===== src/rtl/ps2_pkg.sv =====
// Shared PS/2 definitions: host-transmit FSM states, command bytes and the device ACK code.
package ps2_pkg;

    typedef enum logic [2:0] {
        IDLE,
        INHIBIT,
        REQ,
        SHIFT,
        ACK,
        WAIT_IDLE
    } ps2_tx_state_t;

    localparam logic [7:0] PS2_CMD_SET_LED = 8'hED;
    localparam logic [7:0] PS2_CMD_ENABLE  = 8'hF4;
    localparam logic [7:0] PS2_CMD_RESET   = 8'hFF;
    localparam logic [7:0] PS2_RSP_ACK     = 8'hFA;

endpackage


===== src/rtl/ps2_line_sync.sv =====
// Two-flop synchroniser for one raw PS/2 line, plus a falling-edge strobe on the synced level.
module ps2_line_sync (
    input  logic clk,
    input  logic rst,
    input  logic line_in,
    output logic level,
    output logic fall
);

    logic meta_reg;
    logic sync_reg;
    logic prev_reg;

    // Lines idle high (pulled up), so reset to 1 to avoid a false edge after reset.
    always_ff @(posedge clk) begin
        if (rst) begin
            meta_reg <= 1'b1;
            sync_reg <= 1'b1;
            prev_reg <= 1'b1;
        end else begin
            meta_reg <= line_in;
            sync_reg <= meta_reg;
            prev_reg <= sync_reg;
        end
    end

    assign level = sync_reg;
    assign fall  = prev_reg & ~sync_reg;

endmodule


===== src/rtl/ps2_host_tx.sv =====
// Host-to-device PS/2 command transmitter (inhibit, request-to-send, 11-bit frame, ACK check).
// Define PS2_TX_TIMEOUT_EN to add a frame watchdog that aborts with tx_err.
module ps2_host_tx
    import ps2_pkg::*;
#(
    parameter int INHIBIT_CYCLES = 6500,
    parameter int TIMEOUT_CYCLES = 1300000
) (
    input  logic       clk,
    input  logic       rst,
    input  logic [7:0] tx_data,
    input  logic       tx_start,
    input  logic       ps2_clk_in,
    input  logic       ps2_data_in,
    output logic       ps2_clk_oe,
    output logic       ps2_data_oe,
    output logic       busy,
    output logic       tx_done,
    output logic       tx_err
);

    localparam int INH_W = $clog2(INHIBIT_CYCLES + 1);

    ps2_tx_state_t    state_reg;
    ps2_tx_state_t    state_next;
    logic [INH_W-1:0] inh_cnt_reg;
    logic [3:0]       bit_cnt_reg;
    logic [7:0]       shift_reg;
    logic             parity_reg;
    logic             data_oe_reg;
    logic             tx_done_reg;
    logic             tx_err_reg;
    logic             done_next;
    logic             err_next;
    logic             timeout;

    logic [1:0] line_raw;
    logic [1:0] line_level;
    logic [1:0] line_fall;
    logic       clk_fall;
    logic       clk_level;
    logic       data_level;
    logic       unused_data_fall;

    // Index 0 is the clock line, index 1 the data line.
    assign line_raw = {ps2_data_in, ps2_clk_in};

    for (genvar gi = 0; gi < 2; gi++) begin : g_sync
        ps2_line_sync u_sync (
            .clk     (clk),
            .rst     (rst),
            .line_in (line_raw[gi]),
            .level   (line_level[gi]),
            .fall    (line_fall[gi])
        );
    end

    assign clk_fall         = line_fall[0];
    assign clk_level        = line_level[0];
    assign data_level       = line_level[1];
    assign unused_data_fall = line_fall[1];

`ifdef PS2_TX_TIMEOUT_EN
    localparam int WD_W = $clog2(TIMEOUT_CYCLES + 1);
    logic [WD_W-1:0] wd_cnt_reg;
    logic            in_frame;

    assign in_frame = (state_reg == SHIFT) || (state_reg == ACK) || (state_reg == WAIT_IDLE);
    assign timeout  = in_frame && (wd_cnt_reg == WD_W'(TIMEOUT_CYCLES - 1));

    // Runs only while the device owns the clock; any return to IDLE restarts it.
    always_ff @(posedge clk) begin
        if (rst) begin
            wd_cnt_reg <= '0;
        end else if (in_frame && state_next != IDLE) begin
            wd_cnt_reg <= wd_cnt_reg + WD_W'(1);
        end else begin
            wd_cnt_reg <= '0;
        end
    end
`else
    assign timeout = 1'b0;
`endif

    always_ff @(posedge clk) begin
        if (rst) begin
            state_reg <= IDLE;
        end else begin
            state_reg <= state_next;
        end
    end

    always_comb begin
        state_next = state_reg;
        done_next  = 1'b0;
        err_next   = 1'b0;
        case (state_reg)
            IDLE: begin
                if (tx_start) begin
                    state_next = INHIBIT;
                end
            end
            INHIBIT: begin
                if (inh_cnt_reg == INH_W'(INHIBIT_CYCLES - 1)) begin
                    state_next = REQ;
                end
            end
            REQ: begin
                state_next = SHIFT;
            end
            SHIFT: begin
                if (clk_fall && bit_cnt_reg == 4'd9) begin
                    state_next = ACK;
                end
            end
            ACK: begin
                if (clk_fall) begin
                    if (data_level) begin
                        err_next   = 1'b1;
                        state_next = IDLE;
                    end else begin
                        state_next = WAIT_IDLE;
                    end
                end
            end
            WAIT_IDLE: begin
                if (clk_level && data_level) begin
                    done_next  = 1'b1;
                    state_next = IDLE;
                end
            end
            default: begin
                state_next = IDLE;
            end
        endcase
        if (timeout) begin
            state_next = IDLE;
            done_next  = 1'b0;
            err_next   = 1'b1;
        end
    end

    always_ff @(posedge clk) begin
        if (rst) begin
            inh_cnt_reg <= '0;
            bit_cnt_reg <= '0;
            shift_reg   <= '0;
            parity_reg  <= 1'b0;
            data_oe_reg <= 1'b0;
            tx_done_reg <= 1'b0;
            tx_err_reg  <= 1'b0;
        end else begin
            tx_done_reg <= done_next;
            tx_err_reg  <= err_next;
            case (state_reg)
                IDLE: begin
                    inh_cnt_reg <= '0;
                    if (tx_start) begin
                        shift_reg  <= tx_data;
                        parity_reg <= ~^tx_data;
                    end
                end
                INHIBIT: begin
                    inh_cnt_reg <= inh_cnt_reg + INH_W'(1);
                end
                REQ: begin
                    data_oe_reg <= 1'b1;
                end
                SHIFT: begin
                    // Each device falling edge presents the next bit; the device samples on the rise.
                    if (clk_fall) begin
                        bit_cnt_reg <= bit_cnt_reg + 4'd1;
                        if (bit_cnt_reg < 4'd8) begin
                            data_oe_reg <= ~shift_reg[0];
                            shift_reg   <= {1'b0, shift_reg[7:1]};
                        end else if (bit_cnt_reg == 4'd8) begin
                            data_oe_reg <= ~parity_reg;
                        end else begin
                            data_oe_reg <= 1'b0;
                        end
                    end
                end
                default: begin
                end
            endcase
            if (state_next == IDLE) begin
                bit_cnt_reg <= '0;
                data_oe_reg <= 1'b0;
            end
        end
    end

    always_comb begin
        busy        = (state_reg != IDLE);
        ps2_clk_oe  = (state_reg == INHIBIT) || (state_reg == REQ);
        ps2_data_oe = (state_reg == REQ) || ((state_reg == SHIFT) && data_oe_reg);
        tx_done     = tx_done_reg;
        tx_err      = tx_err_reg;
    end

endmodule


===== config.mk =====
export PLATFORM = sky130hd
export DESIGN_NAME = ps2_host_tx
export DESIGN_NICKNAME = d
export VERILOG_FILES = /design/src/rtl/ps2_pkg.sv /design/src/rtl/ps2_line_sync.sv /design/src/rtl/ps2_host_tx.sv
export SDC_FILE = /design/constraint.sdc
export NUM_CORES = 1
export LEC_CHECK = 0
export CAP_MARGIN = 20
export CORE_MARGIN = 2
export CORE_UTILIZATION = 60
export DETAILED_ROUTE_END_ITERATION = 12
export DONT_BUFFER_PORTS = 1
export PLACE_DENSITY = 0.74
export SYNTH_ARGS = -nofsm -noshare
export SYNTH_HDL_FRONTEND = slang
export SYNTH_SLANG_ARGS = --single-unit

===== constraint.sdc =====
create_clock -name clk -period 2.8 [get_ports clk]
set_clock_uncertainty 0.2 [all_clocks]
set_input_delay 0.42 -clock clk [delete_from_list [all_inputs] [get_ports clk]]
set_output_delay 0.42 -clock clk [all_outputs]
set_load 0.05 [all_outputs]

==> metrics.yaml, run 1 <==
status:
  status: "completed"
clocking:
  clockBufferDepth: 2
  cts_buffers: 5
  post-cts-setup-buffers: 0
  clock_latency_ns: 0.36
  htreeDepth: 2
  clk_pin_slew_ns: 0.12
  cts.sinks: 37
  tritoncts: "done"
  root_buffer: "clkbuf_4"
die:
  core.rowCount: 20
  io_pins: 18
  die_y_um: 60.9
  coreArea_um2: 3080
  die_area_um2: 3710
  die_x_um: 60.9
  start_util: 0.631
global_route:
  track_usage: 0.255
  grt_max_degree: 29
  grt_pass1_wl_um: 6800
  grt_overflow: 0
  antenna_found_initial: 0
  grt_pass1_vias: 1502
critical_path:
  critPathArrivalTime_ns: 1.61
  critical_path_class: "register to primary output"
  end_kind: "primary output"
  path_cells: "or3_1"
  crit_required_ns: 2.18
  critical-path-top-delay-family: "flip-flops"
  critPathLaunchType: "register"
  worst_path_max_delay_cell: "dfxtp_1"
  path_buf_inv: 0
  crit_path_max_fanout: 15
  cpPeakStageDelay_ns: 0.68
sta:
  tightest_slew_ns: 0.592
  period_minus_slack_ns: 2.23
  slew_headroom: 0.605
  clock.fmax_mhz: 448
  setup_viol: 0
  drv_slew: 0
  layout_setup_ws_ns: 0.570
  hold_viol: 0
  fin_setup_tns_ns: 0
  fin_crit_sh: 0.796
  rsz0062_at_grt: "false"
final_layout:
  antenna_cells: 0
  final_core_util: 0.689
  layout_common_cells: "dfxtp_1, nor2_1, a21oi_1"
  drive_gt1_frac: 0.173
  largest_register_ffs: 13
  num-fill-cells: 259
  nets: 247
  final_area_um2: 2120
  layout_commonest_cell: "dfxtp_1"
  area_delta_synth_final_pct: 9.21
detailed_routing:
  vias: 1587
  wl_met1_um: 1800
  wl_um: 4070
  drc: 0
  drt-initial-drc-count: 162
  highest_layer: "met4"
  route.met3.wl_um: 207
  ant_nets: 0
  first_pass_iters: 4
  wl_met2_um: 1960
  routedWlPerCell_um: 14.8
  viasPerCell: 5.77
logic_synthesis:
  async_flop_share: 0
  synth_cell_types: 51
  synth_cells: 223
  synth_edf_count: 0
  ys_warn_count: 0
  synthesis.nets: 240
  yosysSeqAreaShare: 0.381
  syn_area_um2: 1940
  synth_ff_type: "dfxtp_1"
  synth-seq-cells: 37
  syn_area_per_cell_um2: 8.71
power:
  p_per_area_nw_per_um2: 516
  peakVddDrop_mv: 0.442
  cellLeakagePower_nw: 0.804
place:
  gp_congestion: 0.859
  placed_area_um2: 1980
  hpwl_um: 2800
  dp_worst_setup_slack_ns: 0.684
  io_buffers: 0
hold_path:
  hold_path.class: "input pin to register"
job:
  drv_cap: 0
==> kinds of logic (layout without fill, tap and decap cells) <==
group,Yosys count,count (layout),share of synthesized area
AO/OA/AOI/OAI,46,46,0.164
adder cells (fa/ha/maj),4,4,0.0258
XOR/XNOR,11,11,0.0496
AND/OR/NAND/NOR,103,103,0.301
multiplexers,8,8,0.0412
buffers and inverters,14,22,0.0367
flip-flops,37,37,0.381
==> path summary, 6_finish.rpt <==
kind,cells after the start,startpoint,slack [ns],to
setup / recovery,1,state_reg[2],0.57,busy
hold / removal,2,rst,0.04,tx_err
setup reg to reg,5,state_reg[2],0.66,shift_reg[1]
hold reg to reg,1,g_sync[0].u_sync.meta_reg,0.22,g_sync[0].u_sync.level
==> cell usage after synthesis (2+ instances only) <==
library cell  number  share of area
o21ai_0            7          0.018
ha_1               4          0.026
nand3_1            9          0.023
a21o_1             2         0.0077
nor2_1            22          0.042
o211ai_1           2         0.0077
clkbuf_1           2         0.0039
a211oi_1           2         0.0077
or2_2              6          0.019
inv_1              5         0.0097
nand2b_1           6          0.019
buf_2              3         0.0077
nor3_1            11          0.028
xnor2_1            9          0.041
buf_4              2         0.0077
dfxtp_1           37           0.38
mux2i_1            8          0.041
xor2_1             2         0.0090
or3_1              3         0.0097
a211oi_2           7          0.045
nand2_1           17          0.033
nand4_1            5          0.016
nor2_2             5          0.016
and3_1             2         0.0064
a31oi_1            2         0.0064
a21oi_1           18          0.046
==> metal layers <==
layer,up-vias,GRT usage
met1,727,0.310
met5,-,0
met2,42,0.419
met3,9,0.0704
met4,0,0.121
li1,809,-
==> what timing repair did <==
| action | in CTS | in global routing |
|---|---|---|
| gates resized for setup | 0 | 0 |
| hold buffers | 4 | 0 |
| endpoints found under the hold margin | 28 | 0 |
==> stage by stage <==
stage / hold slack (ns) / std cells / power, mW
after floorplan: 0.189 / 223 / 0.673
after global placement: 0.194 / 263 / 0.681
after detailed placement: 0.195 / 263 / 0.688
after CTS: 0.0313 / 275 / 1.10
after global routing: 0.0490 / 275 / 1.14
final: 0.0449 / 275 / 1.10
==> power breakdown <==
group | internal (mW) | total (mW) | leakage [nW] | switching (mW)
logic | 0.0563 | 0.135 | 0.458 | 0.0789
registers | 0.544 | 0.555 | 0.302 | 0.0115
clock network | 0.212 | 0.405 | 0.0445 | 0.193
==> area by class of cell <==
class,instances,area [um2],area share
multi-input combinational,172,1130,0.533
sequential,37,741,0.349
timing repair buffer,9,87.6,0.0413
tap,44,55.1,0.0259
clock buffer,6,51.3,0.0242
clock inverter,2,37.5,0.0177
inverter,5,18.8,0.00884
Power figures use the tool's default switching activity.
==> run 2, diff against run 1 <==
==> constraint.sdc (replaced) <==
create_clock -name clk -period 2.1 [get_ports clk]
set_clock_uncertainty 0.2 [all_clocks]
set_input_delay 0.315 -clock clk [delete_from_list [all_inputs] [get_ports clk]]
set_output_delay 0.315 -clock clk [all_outputs]
set_load 0.05 [all_outputs]
==> metrics.yaml, run 2 (synthesis gave the netlist of run 1 again) <==
critical_path:
  critPathLaunchType: "register"
  r2r_cells: 5  # unchanged
  crit_path_max_fanout: 10  # -5
  path_cells: "or3_1"
  critical-path-top-delay-family: "flip-flops"
  cpPeakStageDelay_ns: 0.55  # -0.13 ns
  crit_required_ns: 1.58  # -0.60 ns
  r2r_slack_ns: 0.17  # -0.49 ns
  critPathArrivalTime_ns: 1.45  # -0.16 ns
  path_buf_inv: 0  # unchanged
  timing.rr.end: "shift_reg[3]"
  critical_path_class: "register to primary output"
  worst_path_max_delay_cell: "dfxtp_1"
  reg2reg_from: "state_reg[0]"
  end_kind: "primary output"
final_layout:
  drive_gt1_frac: 0.191  # +0.0175
  final_core_util: 0.703  # +0.0134
  multi_input_area_um2: 1130  # unchanged
  antenna_cells: 0  # unchanged
  layout_commonest_cell: "dfxtp_1"
  area_delta_synth_final_pct: 11.3
  regArea_um2: 742  # +0.17%
  num-fill-cells: 262  # +1.2%
  layout_common_cells: "dfxtp_1, nor2_1, a21oi_1"
  largest_register_ffs: 13  # unchanged
  nets: 252  # +2.0%
sta:
  setup_viol: 0  # unchanged
  period_minus_slack_ns: 1.96
  rsz0062_at_grt: "false"
  tightest_slew_ns: 0.590  # -0.00238 ns
  fin_setup_tns_ns: 0  # unchanged
  drv_slew: 0  # unchanged
  clock.fmax_mhz: 509
  hold_viol: 0  # unchanged
  slew_headroom: 0.607  # +0.00158
  fin_crit_sh: 0.935
  layout_setup_ws_ns: 0.137  # -0.433 ns
power:
  p_per_area_nw_per_um2: 672  # +30%
  p_clk_frac: 0.364  # -0.006
  p_sw_uw: 365  # +29%
  internal_power_mw: 1.09  # +34%
  power_frac_seq: 0.512  # +0.005
  power_mw: 1.45  # +33%
  p_comb_frac: 0.124  # about the same
  cellLeakagePower_nw: 0.828  # +3.0%
  peakVddDrop_mv: 0.527  # +19%
  swShare: 0.251  # -0.00726
place:
  dp_worst_setup_slack_ns: 0.187  # -0.497 ns
  gp_congestion: 0.870  # +1.3%
  io_buffers: 0  # unchanged
  hpwl_um: 2840  # +1.6%
clocking:
  tritoncts: "done"
  htreeDepth: 2  # unchanged
  clockBufferDepth: 2  # unchanged
  cts_buffers: 5  # unchanged
  clock_latency_ns: 0.35  # about the same
  cts.sinks: 37  # unchanged
  clk_pin_slew_ns: 0.12  # about the same
  root_buffer: "clkbuf_4"
die:
  coreArea_um2: 3080  # unchanged
  start_util: 0.631  # unchanged
  core.rowCount: 20  # unchanged
  io_pins: 18  # unchanged
  die_area_um2: 3710  # unchanged
  die_x_um: 60.9  # unchanged
  die_y_um: 60.9  # unchanged
hold_path:
  hold_start: "tx_data[1]"
  hold_path.class: "input pin to register"
  holdPathStages: 2  # unchanged
  min_to: "shift_reg[1]"
global_route:
  antenna_found_initial: 0  # unchanged
  grt_pass1_wl_um: 6780  # -0.31%
  track_usage: 0.249  # -0.00638
  grt_max_degree: 30  # +3.4%
  grt_pass1_vias: 1595  # +6.2%
  grt_overflow: 0  # unchanged
detailed_routing:
  drt-initial-drc-count: 112  # -31%
  wl_um: 4060  # -0.17%
  ant_nets: 0  # unchanged
  viasPerCell: 5.78  # about the same
  drc: 0  # unchanged
  routedWlPerCell_um: 14.5  # -2.0%
  first_pass_iters: 6  # +2
  vias: 1617  # +1.9%
status:
  status: "completed"
job:
  drv_cap: 0  # unchanged
-- run 2: repair_timing --
item                                   CTS  global route
setup endpoints to repair                0             1
endpoints found under the hold margin   30             2
setup buffers                            0             0
hold buffers                             4             1
resized for setup                        0             1
-- run 2: power by group through the flow --
stage | logic (mW) | registers, mW | clock network (mW)
after floorplan | 0.146 | 0.752 | 0
after global placement | 0.154 | 0.758 | 0
after detailed placement | 0.160 | 0.760 | 0
after CTS | 0.178 | 0.744 | 0.533
after global routing | 0.196 | 0.747 | 0.572
final | 0.181 | 0.744 | 0.529
-- run 2: final cells by class --
cell class | instances | area share
flip-flops and latches | 37 | 0.343
multi-input cells | 172 | 0.523
inverters | 5 | 0.00868
repair buffers | 14 | 0.0590
clock inverters | 2 | 0.0174
well taps | 44 | 0.0254
clock buffers | 6 | 0.0237
-- run 2: layer usage --
layer	routed length, um	part of all wire	vias up	global-route usage
met4	89	0.022	0	0.102
met5	0	0	-	0
met3	169	0.042	10	0.0746
met2	1990	0.49	36	0.416
met1	1810	0.45	758	0.298
li1	-	-	813	-
-- run 2: how the worst max path moves through the flow --
stage | from | to | cells past startpoint
final | state_reg[0] | busy | 1
after floorplan | state_reg[0] | ps2_data_oe | 3
after global placement | bit_cnt_reg[0] | bit_cnt_reg[0] | 6
after detailed placement | state_reg[0] | shift_reg[3] | 5
after CTS | state_reg[1] | ps2_data_oe | 4
after global routing | state_reg[0] | shift_reg[2] | 5
-- run 2: per-stage QoR --
step	cell area, um2	hold WS, ns	instances
after CTS	2150	0.0160	279
final	2160	0.0338	280
after floorplan	1940	0.189	223
after global routing	2160	0.0380	280
after global placement	2010	0.185	267
after detailed placement	2010	0.188	267
==> run 3, diff against run 2 <==
--- a/config.mk
+++ b/config.mk
@@ -13,4 +13,5 @@
 export PLACE_DENSITY = 0.74
 export SYNTH_ARGS = -nofsm -noshare
 export SYNTH_HDL_FRONTEND = slang
+export SYNTH_HIERARCHICAL = 1
 export SYNTH_SLANG_ARGS = --single-unit
==> metrics.yaml, run 3 <==
sta:
  timing.hold.ws_ns: 0.0549  # +0.0211 ns
  slew_headroom: 0.335  # -0.271
  fin_crit_sh: 0.948  # +0.0133
  clock.fmax_mhz: 502  # -1.4%
  drv_slew: 0  # unchanged
  hold_viol: 0  # unchanged
  tightest_slew_ns: 0.994  # +0.404 ns
  layout_setup_ws_ns: 0.109  # -0.0280 ns
  rsz0062_at_grt: "false"
  setup_viol: 0  # unchanged
  fin_setup_tns_ns: 0  # unchanged
  period_minus_slack_ns: 1.99  # +0.0280 ns
final_layout:
  largest_register_ffs: 13  # unchanged
  multi_input_area_um2: 1110  # -1.8%
  final_core_util: 0.720  # +0.0175
  area_delta_synth_final_pct: 12.7
  regArea_um2: 741  # -0.17%
  nets: 260  # +3.2%
  final_area_um2: 2220  # +2.5%
  final_cells: 288  # +2.9%
  layout_commonest_cell: "dfxtp_1"
  antenna_cells: 0  # unchanged
  num-fill-cells: 248  # -5.3%
  drive_gt1_frac: 0.115  # -0.0759
  layout_common_cells: "dfxtp_1, nand2_1, nor2_1"
critical_path:
  end_kind: "primary output"
  critPathArrivalTime_ns: 1.48  # +0.03 ns
  r2r_slack_ns: 0.21  # +0.04 ns
  path_buf_inv: 2  # +2
  cpPeakStageDelay_ns: 0.33  # -0.22 ns
  r2r_cells: 5  # unchanged
  timing.rr.end: "shift_reg[3]"
  cp-startpoint: "state_reg[2]"
  worstSetupPathDepth: 4  # +3
  critical-path-top-delay-family: "flip-flops"
  critPathLaunchType: "register"
  worst_path_max_delay_cell: "dfxtp_1"
  path_cells: "buf_4 > nor2b_1 > o21a_1 > buf_12"
  crit_end: "ps2_data_oe"
  critical_path_class: "register to primary output"
  crit_required_ns: 1.58  # about the same
  reg2reg_from: "state_reg[0]"
  crit_path_max_fanout: 12  # +2
die:
  start_util: 0.639  # +0.00813
  die_area_um2: 3750  # +1.2%
  die_y_um: 61.3  # +0.60%
  io_pins: 18  # unchanged
  coreArea_um2: 3080  # unchanged
  die_x_um: 61.3  # +0.60%
  core.rowCount: 20  # unchanged
logic_synthesis:
  synthesis.nets: 247  # +2.9%
  syn_area_per_cell_um2: 8.56  # -1.8%
  syn_area_um2: 1970  # +1.3%
  ys_warn_count: 6  # +6
  synth_cells: 230  # +3.1%
hold_path:
  hold_path.class: "input pin to register"
job:
  drv_cap: 0  # unchanged
detailed_routing:
  drt-initial-drc-count: 91  # -19%
  ant_nets: 0  # unchanged
  first_pass_iters: 4  # -2
  wl_um: 4190  # +3.3%
  routedWlPerCell_um: 14.6  # +0.41%
  drc: 0  # unchanged
  viasPerCell: 6.04  # +4.6%
  vias: 1739  # +7.5%
clocking:
  clockBufferDepth: 2  # unchanged
  cts_buffers: 5  # unchanged
  root_buffer: "clkbuf_4"
  htreeDepth: 2  # unchanged
  cts.sinks: 37  # unchanged
  tritoncts: "done"
  clk_pin_slew_ns: 0.11  # about the same
  clock_latency_ns: 0.35  # about the same
status:
  status: "completed"
global_route:
  grt_pass1_wl_um: 6990  # +3.1%
  grt_overflow: 0  # unchanged
  track_usage: 0.250  # +0.000663
  grt_max_degree: 32  # +6.7%
  antenna_found_initial: 0  # unchanged
  grt_pass1_vias: 1657  # +3.9%
place:
  placed_cells: 269  # +0.75%
  placed_area_um2: 2020  # +0.12%
  dp_worst_setup_slack_ns: 0.240  # +0.0538 ns
  gp_congestion: 0.847  # -2.6%
  io_buffers: 0  # unchanged
  hpwl_um: 2830  # -0.34%
power:
  p_per_area_nw_per_um2: 654  # -2.7%
  peakVddDrop_mv: 0.554  # +5.1%
  cellLeakagePower_nw: 0.792  # -4.4%
  power_mw: 1.45  # -0.25%
==> run 3: cell types whose count changed in the layout (fill, tap and decap cells not counted), sizes merged, moves of 4 or more <==
cell / delta
a311oi: +8
dlygate4sd3: +7
mux2i: -7
nor2: -7
nor3: -6
a21oi: -4
nand2: +4
==> run 3: worst reg2reg max path, cell delays in order (launching register included) <==
cell      delay, ns
dfxtp_1        0.35
buf_4          0.18
nor3b_1        0.30
o21ba_2        0.39
nor2_1         0.09
a311oi_1       0.29
==> run 3: worst min-delay path by stage <==
| stage | startpoint | endpoint | slack, ns | cells after the start |
|---|---|---|---|---|
| after CTS | tx_start | parity_reg | 0.04 | 2 |
| after floorplan | g_sync[0].u_sync/meta_reg | g_sync[0].u_sync/level | 0.19 | 1 |
| final | tx_start | parity_reg | 0.05 | 2 |
| after global routing | tx_start | parity_reg | 0.07 | 2 |
| after detailed placement | rst | inh_cnt_reg[10] | 0.19 | 1 |
| after global placement | rst | inh_cnt_reg[1] | 0.19 | 1 |
==> run 3: cell type report <==
class / count / share of cell area
well taps: 44 / 0.0248
flip-flops and latches: 37 / 0.334
multi-input cells: 175 / 0.501
clock buffers: 6 / 0.0231
inverters: 3 / 0.00508
clock inverters: 2 / 0.0169
repair buffers: 21 / 0.0948
==> run 3: power by group <==
part | leakage [nW] | total, mW | internal, mW | switching, mW
Sequential | 0.302 | 0.739 | 0.725 | 0.0142
Clock | 0.0445 | 0.526 | 0.283 | 0.243
Combinational | 0.446 | 0.184 | 0.0847 | 0.0994
Total | 0.792 | 1.45 | 1.09 | 0.357
==> run 3: repair_timing <==
action,CTS,global route
setup endpoints to repair,0,1
endpoints found under the hold margin,30,0
gates resized for setup,0,1
hold buffers,11,0
setup buffers,0,0
==> run 3: routing by layer <==
| metal | track usage | part of all wire | up-vias |
|---|---|---|---|
| met5 | 0 | 0 | - |
| met4 | 0.102 | 0.016 | 0 |
| met3 | 0.0735 | 0.059 | 13 |
| met2 | 0.413 | 0.49 | 59 |
| met1 | 0.303 | 0.44 | 808 |
| li1 | - | - | 859 |
